===== config.mk =====
export PLATFORM = sky130hd
export DESIGN_NAME = jtag_shift_engine_flat
export DESIGN_NICKNAME = d
export VERILOG_FILES = /design/src/rtl/jtag_shift_engine_if.sv /design/src/rtl/jtag_shift_engine.sv /design/src/flat_wrapper.sv
export SDC_FILE = /design/constraint.sdc
export NUM_CORES = 1
export LEC_CHECK = 0
export ABC_AREA = 1
export CAP_MARGIN = 20
export CORE_AREA = 2 2 127 129
export CTS_CLUSTER_DIAMETER = 40
export DETAILED_ROUTE_END_ITERATION = 7
export DIE_AREA = 0 0 129 131
export PLACE_DENSITY = 0.74
export SLEW_MARGIN = 10
export SYNTH_ARGS = -nofsm -noshare
export SYNTH_HDL_FRONTEND = slang
export SYNTH_SLANG_ARGS = --single-unit

===== constraint.sdc =====
create_clock -name clk -period 6 [get_ports clk]
set_clock_uncertainty 0.1 [all_clocks]
set_input_delay 1.2 -clock clk [delete_from_list [all_inputs] [get_ports clk]]
set_output_delay 1.2 -clock clk [all_outputs]
set_load 0.03 [all_outputs]

===== src/rtl/jtag_shift_engine_if.sv =====
// Host command/response handshake plus virtual JTAG bus for jtag_shift_engine.
// The engine connects through the slave modport; the host/chain side uses master.
interface jtag_shift_engine_if;
  logic        cmd_valid;
  logic        cmd_ready;
  logic [5:0]  cmd_len;
  logic [31:0] cmd_tms;
  logic [31:0] cmd_tdi;
  logic [3:0]  cmd_sel;
  logic        abort;
  logic        rsp_valid;
  logic        rsp_ready;
  logic [31:0] rsp_tdo;
  logic        busy;
  logic [3:0]  jtag_sel;
  logic        v_tck;
  logic        v_tms;
  logic        v_tdi;
  logic        v_tdo;

  modport master (
    output cmd_valid, cmd_len, cmd_tms, cmd_tdi, cmd_sel, abort, rsp_ready, v_tdo,
    input  cmd_ready, rsp_valid, rsp_tdo, busy, jtag_sel, v_tck, v_tms, v_tdi
  );

  modport slave (
    input  cmd_valid, cmd_len, cmd_tms, cmd_tdi, cmd_sel, abort, rsp_ready, v_tdo,
    output cmd_ready, rsp_valid, rsp_tdo, busy, jtag_sel, v_tck, v_tms, v_tdi
  );
endinterface


===== src/rtl/jtag_shift_engine.sv =====
// Command-driven JTAG shift engine: shifts up to 32 TMS/TDI bits LSB first and returns captured TDO.
// Define JTAG_SHIFT_TLR_ON_RESET_EN to walk the chains to Test-Logic-Reset (5 TMS=1 clocks) after reset.
module jtag_shift_engine #(
  parameter int TCK_HALF = 4,
  parameter int MAX_BITS = 32
) (
  input logic                clk,
  input logic                rst_n,
  jtag_shift_engine_if.slave bus
);

`ifdef JTAG_SHIFT_TLR_ON_RESET_EN
  localparam bit TLR_EN = 1'b1;
`else
  localparam bit TLR_EN = 1'b0;
`endif

  localparam logic [7:0] HALF_LAST = 8'(TCK_HALF - 1);
  localparam logic [5:0] TLR_LEN   = 6'd5;

  typedef enum logic [1:0] {IDLE, LOW, HIGH, DONE} state_t;

  state_t              state_q, state_nx;
  logic [7:0]          cnt_q, cnt_nx;
  logic [4:0]          idx_q, idx_nx;
  logic [5:0]          len_q;
  logic [MAX_BITS-1:0] tms_q, tdi_q, cap_q;
  logic                tlr_q, tlr_pend_q, tlr_pend_nx;
  logic                accept, tlr_start, half_done, last_bit, abort_hit, rsp_valid_nx;

  function automatic logic [5:0] sat_len(input logic [5:0] len);
    return (len > 6'(MAX_BITS)) ? 6'(MAX_BITS) : len;
  endfunction

  always_comb begin
    accept    = bus.cmd_valid && bus.cmd_ready;
    tlr_start = (state_q == IDLE) && tlr_pend_q;
    half_done = (cnt_q == HALF_LAST);
    last_bit  = ({1'b0, idx_q} == (len_q - 6'd1));
    // the reset walk must complete, so it cannot be aborted
    abort_hit = bus.abort && !tlr_q;
    state_nx  = state_q;
    cnt_nx    = cnt_q;
    idx_nx    = idx_q;
    case (state_q)
      IDLE: begin
        if (tlr_start || accept) begin
          state_nx = (accept && sat_len(bus.cmd_len) == 6'd0) ? DONE : LOW;
          cnt_nx   = 8'd0;
          idx_nx   = 5'd0;
        end
      end
      LOW: begin
        if (abort_hit) begin
          state_nx = IDLE;
          cnt_nx   = 8'd0;
        end else if (half_done) begin
          state_nx = HIGH;
          cnt_nx   = 8'd0;
        end else begin
          cnt_nx = cnt_q + 8'd1;
        end
      end
      HIGH: begin
        if (abort_hit) begin
          state_nx = IDLE;
          cnt_nx   = 8'd0;
        end else if (half_done) begin
          cnt_nx = 8'd0;
          if (last_bit) begin
            state_nx = tlr_q ? IDLE : DONE;
          end else begin
            state_nx = LOW;
            idx_nx   = idx_q + 5'd1;
          end
        end else begin
          cnt_nx = cnt_q + 8'd1;
        end
      end
      DONE:    state_nx = IDLE;
      default: state_nx = IDLE;
    endcase
    rsp_valid_nx = (state_nx == DONE) || (bus.rsp_valid && !bus.rsp_ready);
    tlr_pend_nx  = tlr_pend_q && !tlr_start;
  end

  always_ff @(posedge clk) begin
    if (!rst_n) begin
      state_q       <= IDLE;
      cnt_q         <= 8'd0;
      idx_q         <= 5'd0;
      tlr_q         <= 1'b0;
      tlr_pend_q    <= TLR_EN;
      bus.cmd_ready <= !TLR_EN;
      bus.rsp_valid <= 1'b0;
      bus.rsp_tdo   <= '0;
      bus.busy      <= 1'b0;
      bus.jtag_sel  <= 4'hF;
      bus.v_tck     <= 1'b0;
      bus.v_tms     <= 1'b1;
      bus.v_tdi     <= 1'b0;
    end else begin
      state_q       <= state_nx;
      cnt_q         <= cnt_nx;
      idx_q         <= idx_nx;
      tlr_pend_q    <= tlr_pend_nx;
      bus.cmd_ready <= (state_nx == IDLE) && !rsp_valid_nx && !tlr_pend_nx;
      bus.rsp_valid <= rsp_valid_nx;
      bus.v_tck     <= (state_nx == HIGH);
      if (tlr_start) begin
        tlr_q        <= 1'b1;
        bus.busy     <= 1'b1;
        bus.jtag_sel <= 4'hF;
        bus.v_tms    <= 1'b1;
        bus.v_tdi    <= 1'b0;
      end else if (accept) begin
        bus.busy     <= 1'b1;
        bus.jtag_sel <= bus.cmd_sel;
        // latched vectors are not valid yet, so bit 0 comes straight from the command
        if (state_nx == LOW) begin
          bus.v_tms <= bus.cmd_tms[0];
          bus.v_tdi <= bus.cmd_tdi[0];
        end
      end else if (state_q == HIGH && state_nx == LOW) begin
        bus.v_tms <= tms_q[idx_nx];
        bus.v_tdi <= tdi_q[idx_nx];
      end
      if ((state_q == LOW || state_q == HIGH) && state_nx == IDLE) begin
        tlr_q    <= 1'b0;
        bus.busy <= 1'b0;
      end
      if (state_nx == DONE) begin
        bus.busy    <= 1'b0;
        bus.rsp_tdo <= (state_q == IDLE) ? '0 : cap_q;
      end else if (bus.rsp_valid && bus.rsp_ready) begin
        bus.rsp_tdo <= '0;
      end
    end
  end

  // Scan vectors and capture register carry data only and need no reset.
  always_ff @(posedge clk) begin
    if (tlr_start) begin
      len_q <= TLR_LEN;
      tms_q <= '1;
      tdi_q <= '0;
    end else if (accept) begin
      len_q <= sat_len(bus.cmd_len);
      tms_q <= bus.cmd_tms;
      tdi_q <= bus.cmd_tdi;
      cap_q <= '0;
    end else if (state_q == LOW && state_nx == HIGH) begin
      cap_q[idx_q] <= bus.v_tdo;
    end
  end

endmodule


===== src/flat_wrapper.sv =====
// flat-port wrapper written by rule: the top's interface ports become plain ports
module jtag_shift_engine_flat 
#(
  parameter int TCK_HALF = 4,
  parameter int MAX_BITS = 32
)
  (clk, rst_n, bus_cmd_valid, bus_cmd_len, bus_cmd_tms, bus_cmd_tdi, bus_cmd_sel, bus_abort, bus_rsp_ready, bus_v_tdo, bus_cmd_ready, bus_rsp_valid, bus_rsp_tdo, bus_busy, bus_jtag_sel, bus_v_tck, bus_v_tms, bus_v_tdi);
  jtag_shift_engine_if bus_i ();
  input logic clk;
  input logic rst_n;
  input wire logic [$bits(bus_i.cmd_valid)-1:0] bus_cmd_valid;
  input wire logic [$bits(bus_i.cmd_len)-1:0] bus_cmd_len;
  input wire logic [$bits(bus_i.cmd_tms)-1:0] bus_cmd_tms;
  input wire logic [$bits(bus_i.cmd_tdi)-1:0] bus_cmd_tdi;
  input wire logic [$bits(bus_i.cmd_sel)-1:0] bus_cmd_sel;
  input wire logic [$bits(bus_i.abort)-1:0] bus_abort;
  input wire logic [$bits(bus_i.rsp_ready)-1:0] bus_rsp_ready;
  input wire logic [$bits(bus_i.v_tdo)-1:0] bus_v_tdo;
  output wire logic [$bits(bus_i.cmd_ready)-1:0] bus_cmd_ready;
  output wire logic [$bits(bus_i.rsp_valid)-1:0] bus_rsp_valid;
  output wire logic [$bits(bus_i.rsp_tdo)-1:0] bus_rsp_tdo;
  output wire logic [$bits(bus_i.busy)-1:0] bus_busy;
  output wire logic [$bits(bus_i.jtag_sel)-1:0] bus_jtag_sel;
  output wire logic [$bits(bus_i.v_tck)-1:0] bus_v_tck;
  output wire logic [$bits(bus_i.v_tms)-1:0] bus_v_tms;
  output wire logic [$bits(bus_i.v_tdi)-1:0] bus_v_tdi;
  assign bus_i.cmd_valid = bus_cmd_valid;
  assign bus_i.cmd_len = bus_cmd_len;
  assign bus_i.cmd_tms = bus_cmd_tms;
  assign bus_i.cmd_tdi = bus_cmd_tdi;
  assign bus_i.cmd_sel = bus_cmd_sel;
  assign bus_i.abort = bus_abort;
  assign bus_i.rsp_ready = bus_rsp_ready;
  assign bus_i.v_tdo = bus_v_tdo;
  assign bus_cmd_ready = bus_i.cmd_ready;
  assign bus_rsp_valid = bus_i.rsp_valid;
  assign bus_rsp_tdo = bus_i.rsp_tdo;
  assign bus_busy = bus_i.busy;
  assign bus_jtag_sel = bus_i.jtag_sel;
  assign bus_v_tck = bus_i.v_tck;
  assign bus_v_tms = bus_i.v_tms;
  assign bus_v_tdi = bus_i.v_tdi;
  jtag_shift_engine #(.TCK_HALF(TCK_HALF), .MAX_BITS(MAX_BITS)) u_core (.clk(clk), .rst_n(rst_n), .bus(bus_i));
endmodule

==> results.yml <==
route:
  detail_route.iter0.violations: 537
  vias: 7044
  drt.antenna.violating_nets: 0
  drc: 0
  post_drt_via_cell_ratio: 5.332
  drt-pass1-iter-count: 5
  routed_wire_length_per_instance_um: 14.16
  wl_mm: 18.70
power:
  pwr-share-seq_pct: 45.2
  internal_power_mw: 2.091
  swShare_pct: 24.79
  p_leak_nw: 3.722
  power.density_nw_per_um2: 290.8
  power_dissipated_by_switching_net_loads_uw: 689.5
  p_clk_share_pct: 41.7
  power.combinational.fraction_pct: 13.0
  power.total_mw: 2.781
  worst_ir_drop_vdd_v: 0.0002070
worst_setup_path:
  worst-endpoint-arrival_ns: 4.03
  start_kind: "input pin"
  worst_setup_path_end_kind: "flop"
  cp_data_required_time_ns: 6.22
  worst-setup-path-type: "in -> reg"
  cp_max_fo: 42
yosys:
  postSynthNetCount: 1091
  yosysSeqAreaShare_pct: 46.50
  yosys_most_used_dff: "dfxtp_1"
  synth_enable_flop_cells: 32
  ys_ff_latch: 161
  async_flop_share_pct: 0
  synth_area_um2: 7620
  yosysWarningCount: 0
  post_synth.cell_area_avg_um2: 7.605
  yosysUniqueCellTypes: 45
  synthesis.instances: 1002
clock_tree:
  cts_max_level: 4
  ctsHoldBuffers: 0
  clockBufferDepth: 2
  cts.sink_count: 161
  cts_tree: "yes"
  cts_post_setup_buffers_inserted: 0
  cts_made_buffers: 17
  cts.reportedPaths.clkPinSlew_ns: 0.06
  clk_root_buffer_cell: "clkbuf_16"
  post_cts.resized_instances: 0
  worst_skew_pair.late_latency_ns: 0.43
grt:
  first_global_vias: 6503
  pin_count_of_the_biggest_net_entering_global_routing: 72
  globalRoute.totalOverflow: 0
  initial_antenna_violation_count: 0
  wire_length_of_the_first_global_routing_pass_mm: 31.04
  gr-usage-all-layers_pct: 22.96
die:
  start_util_pct: 48.85
  die-area_um2: 16900
  die_y_um: 131
  floorplan.core_area_um2: 15600
  die-width_um: 129
  std_cell_rows: 46
  io_pins: 122
timing:
  timing.fmax_ghz: 0.2627
  finalCritPeriodShare_pct: 63.45
  fin_setup_tns_ns: 0
  tightestPinTransition_ns: 0.8985
  setup_repair_after_global_routing_missed_its_margin: "no"
  finalCriticalPeriod_ns: 3.807
  drv_slew: 0
  setup_violations: 0
  hold_viol_final: 0
  timing.slew.headroom_pct: 39.64
cells_and_area:
  layout-drive-gt1-share_pct: 6.787
  area.growth.synth_to_final_pct: 25.52
  antennaDiodeCount: 0
  num-nets-final: 1181
worst_hold_path:
  worst_hold_path_type: "reg -> reg"
placed_design:
  place.gp.congestion: 0.8397
  io_buffer_count: 121
  dp_hpwl_mm: 12.55
flow_run:
  drv_cap: 0
outcome:
  run_status: "finished clean"
power groups by stage:
stage,Clock (mW),Combinational (mW),Sequential (mW)
3_3_place_gp,0,0.352,1.28
2_1_floorplan,0,0.230,1.28
3_5_place_dp,0,0.357,1.28
5_1_grt,1.22,0.409,1.27
6_report,1.16,0.363,1.26
4_1_cts,1.17,0.360,1.26
area by class of cell:
cell class              count  area (um^2)
multi-input cells         685         3433
repair buffers            130         1314
clock inverters            13        182.7
flip-flops and latches    161         3543
well taps                 216        270.3
inverters                  97        366.6
fillers                  1417         6033
clock buffers              19        454.2
cells in the final DEF (no fill, tap or decap), types with 3 or more instances in the layout:
cell type          n
nand2_1          205
nand3_1          156
dfxtp_1          129
clkdlybuf4s50_1  121
a21oi_1           95
inv_1             86
nor2_1            58
o21ai_0           57
edfxtp_1          32
o211ai_1          28
clkbuf_16         18
nand3b_1          13
nor3_1            12
inv_2              9
ha_1               9
o21ai_1            7
nand2_2            6
nor2_2             5
nand3_2            5
buf_4              5
bufinv_16          4
nand2_4            3
clkinvlp_4         3
buf_8              3
worst paths after layout:
check,from,depth (start not counted),slack [ns],to
worst max-delay path,bus_cmd_valid,18,2.19,u_core.bus.v_tms
worst min-delay path,u_core.tdi_q[10],2,0.35,u_core.tdi_q[10]
worst max register to register,u_core.state_q[1],19,2.63,u_core.bus.v_tms
worst min register to register,u_core.tdi_q[10],2,0.35,u_core.tdi_q[10]
critical path, stage by stage:
cell	delay, ns
clkdlybuf4s50_1	0.47
nand2_2	0.08
nand2_2	0.15
inv_2	0.04
nand2_1	0.07
nand2_1	0.14
nand2_1	0.60
nand2_4	0.41
inv_1	0.25
nand2_1	0.07
nand3_1	0.07
nand3_1	0.07
nand3_1	0.09
nand3_1	0.08
nand3_1	0.09
nand2_1	0.06
nand2_1	0.05
nand2_1	0.04
per-layer routing:
metal	GRT usage, %	vias up	routed length (um)
li1	-	3555	-
met5	0	-	0
met3	4.560	27	800
met4	8.440	0	297
met1	29.42	3279	8616
met2	38.69	183	8986
Yosys cell counts, types with 2 or more instances:
| library cell | instances | area, um^2 |
|---|---|---|
| o31ai_1 | 2 | 15.01 |
| nor3_1 | 12 | 60.06 |
| clkinv_1 | 2 | 7.510 |
| nor2_2 | 5 | 31.28 |
| nor2_4 | 2 | 22.52 |
| a21oi_1 | 96 | 480.5 |
| ha_1 | 9 | 112.6 |
| buf_1 | 2 | 7.510 |
| nor4_1 | 2 | 12.51 |
| nand3_1 | 156 | 780.8 |
| o21ai_1 | 7 | 35.03 |
| dfxtp_1 | 129 | 2582 |
| nand4_1 | 2 | 12.51 |
| inv_1 | 86 | 322.8 |
| nor3b_1 | 2 | 15.01 |
| clkbuf_1 | 37 | 138.9 |
| xnor2_1 | 2 | 17.52 |
| o21ai_0 | 57 | 285.3 |
| nand3_2 | 5 | 50.05 |
| buf_6 | 3 | 33.78 |
| buf_4 | 3 | 22.52 |
| nand2_1 | 206 | 773.2 |
| edfxtp_1 | 32 | 960.9 |
| nand2_2 | 5 | 31.28 |
| nand3b_1 | 13 | 97.59 |
| nand2_4 | 3 | 33.78 |
| inv_2 | 8 | 30.03 |
| o211ai_1 | 28 | 210.2 |
| nor2_1 | 58 | 217.7 |
| buf_2 | 13 | 65.06 |
cell families (layout without fill, tap and decap cells):
| logic type | Yosys count | in the layout | synth area share, % |
|---|---|---|---|
| and+or+nand+nor | 474 | 474 | 28.49 |
| AOI/OAI and AO/OA | 200 | 200 | 14.78 |
| DFF | 161 | 161 | 46.50 |
| buffers and inverters | 156 | 259 | 8.522 |
| adders and majority gates | 9 | 9 | 1.478 |
| xor gates and xnor gates | 2 | 2 | 0.2299 |
state kept, by name, summed over array words and instances (netlist names), 2 cells and up:
register	flops
u_core.state_q	2
u_core.cnt_q	8
u_core.tdi_q	32
u_core.bus.jtag_sel	4
u_core.len_q	6
u_core.bus.rsp_tdo	32
u_core.tms_q	32
u_core.cap_q	32
u_core.idx_q	5
through the flow:
step	utilization, %	area, um^2	setup WS [ns]	cells	hold WS, ns
detailed placement	56.91	8877	1.767	1286	0.3442
global route	61.32	9564	1.902	1321	0.3728
floorplan	-	7620	1.923	1002	0.3297
CTS	61.00	9514	2.211	1318	0.3541
global placement	56.82	8862	1.770	1285	0.3417
finish	61.32	9564	2.193	1321	0.3541
(Power assumes the default switching activity.)
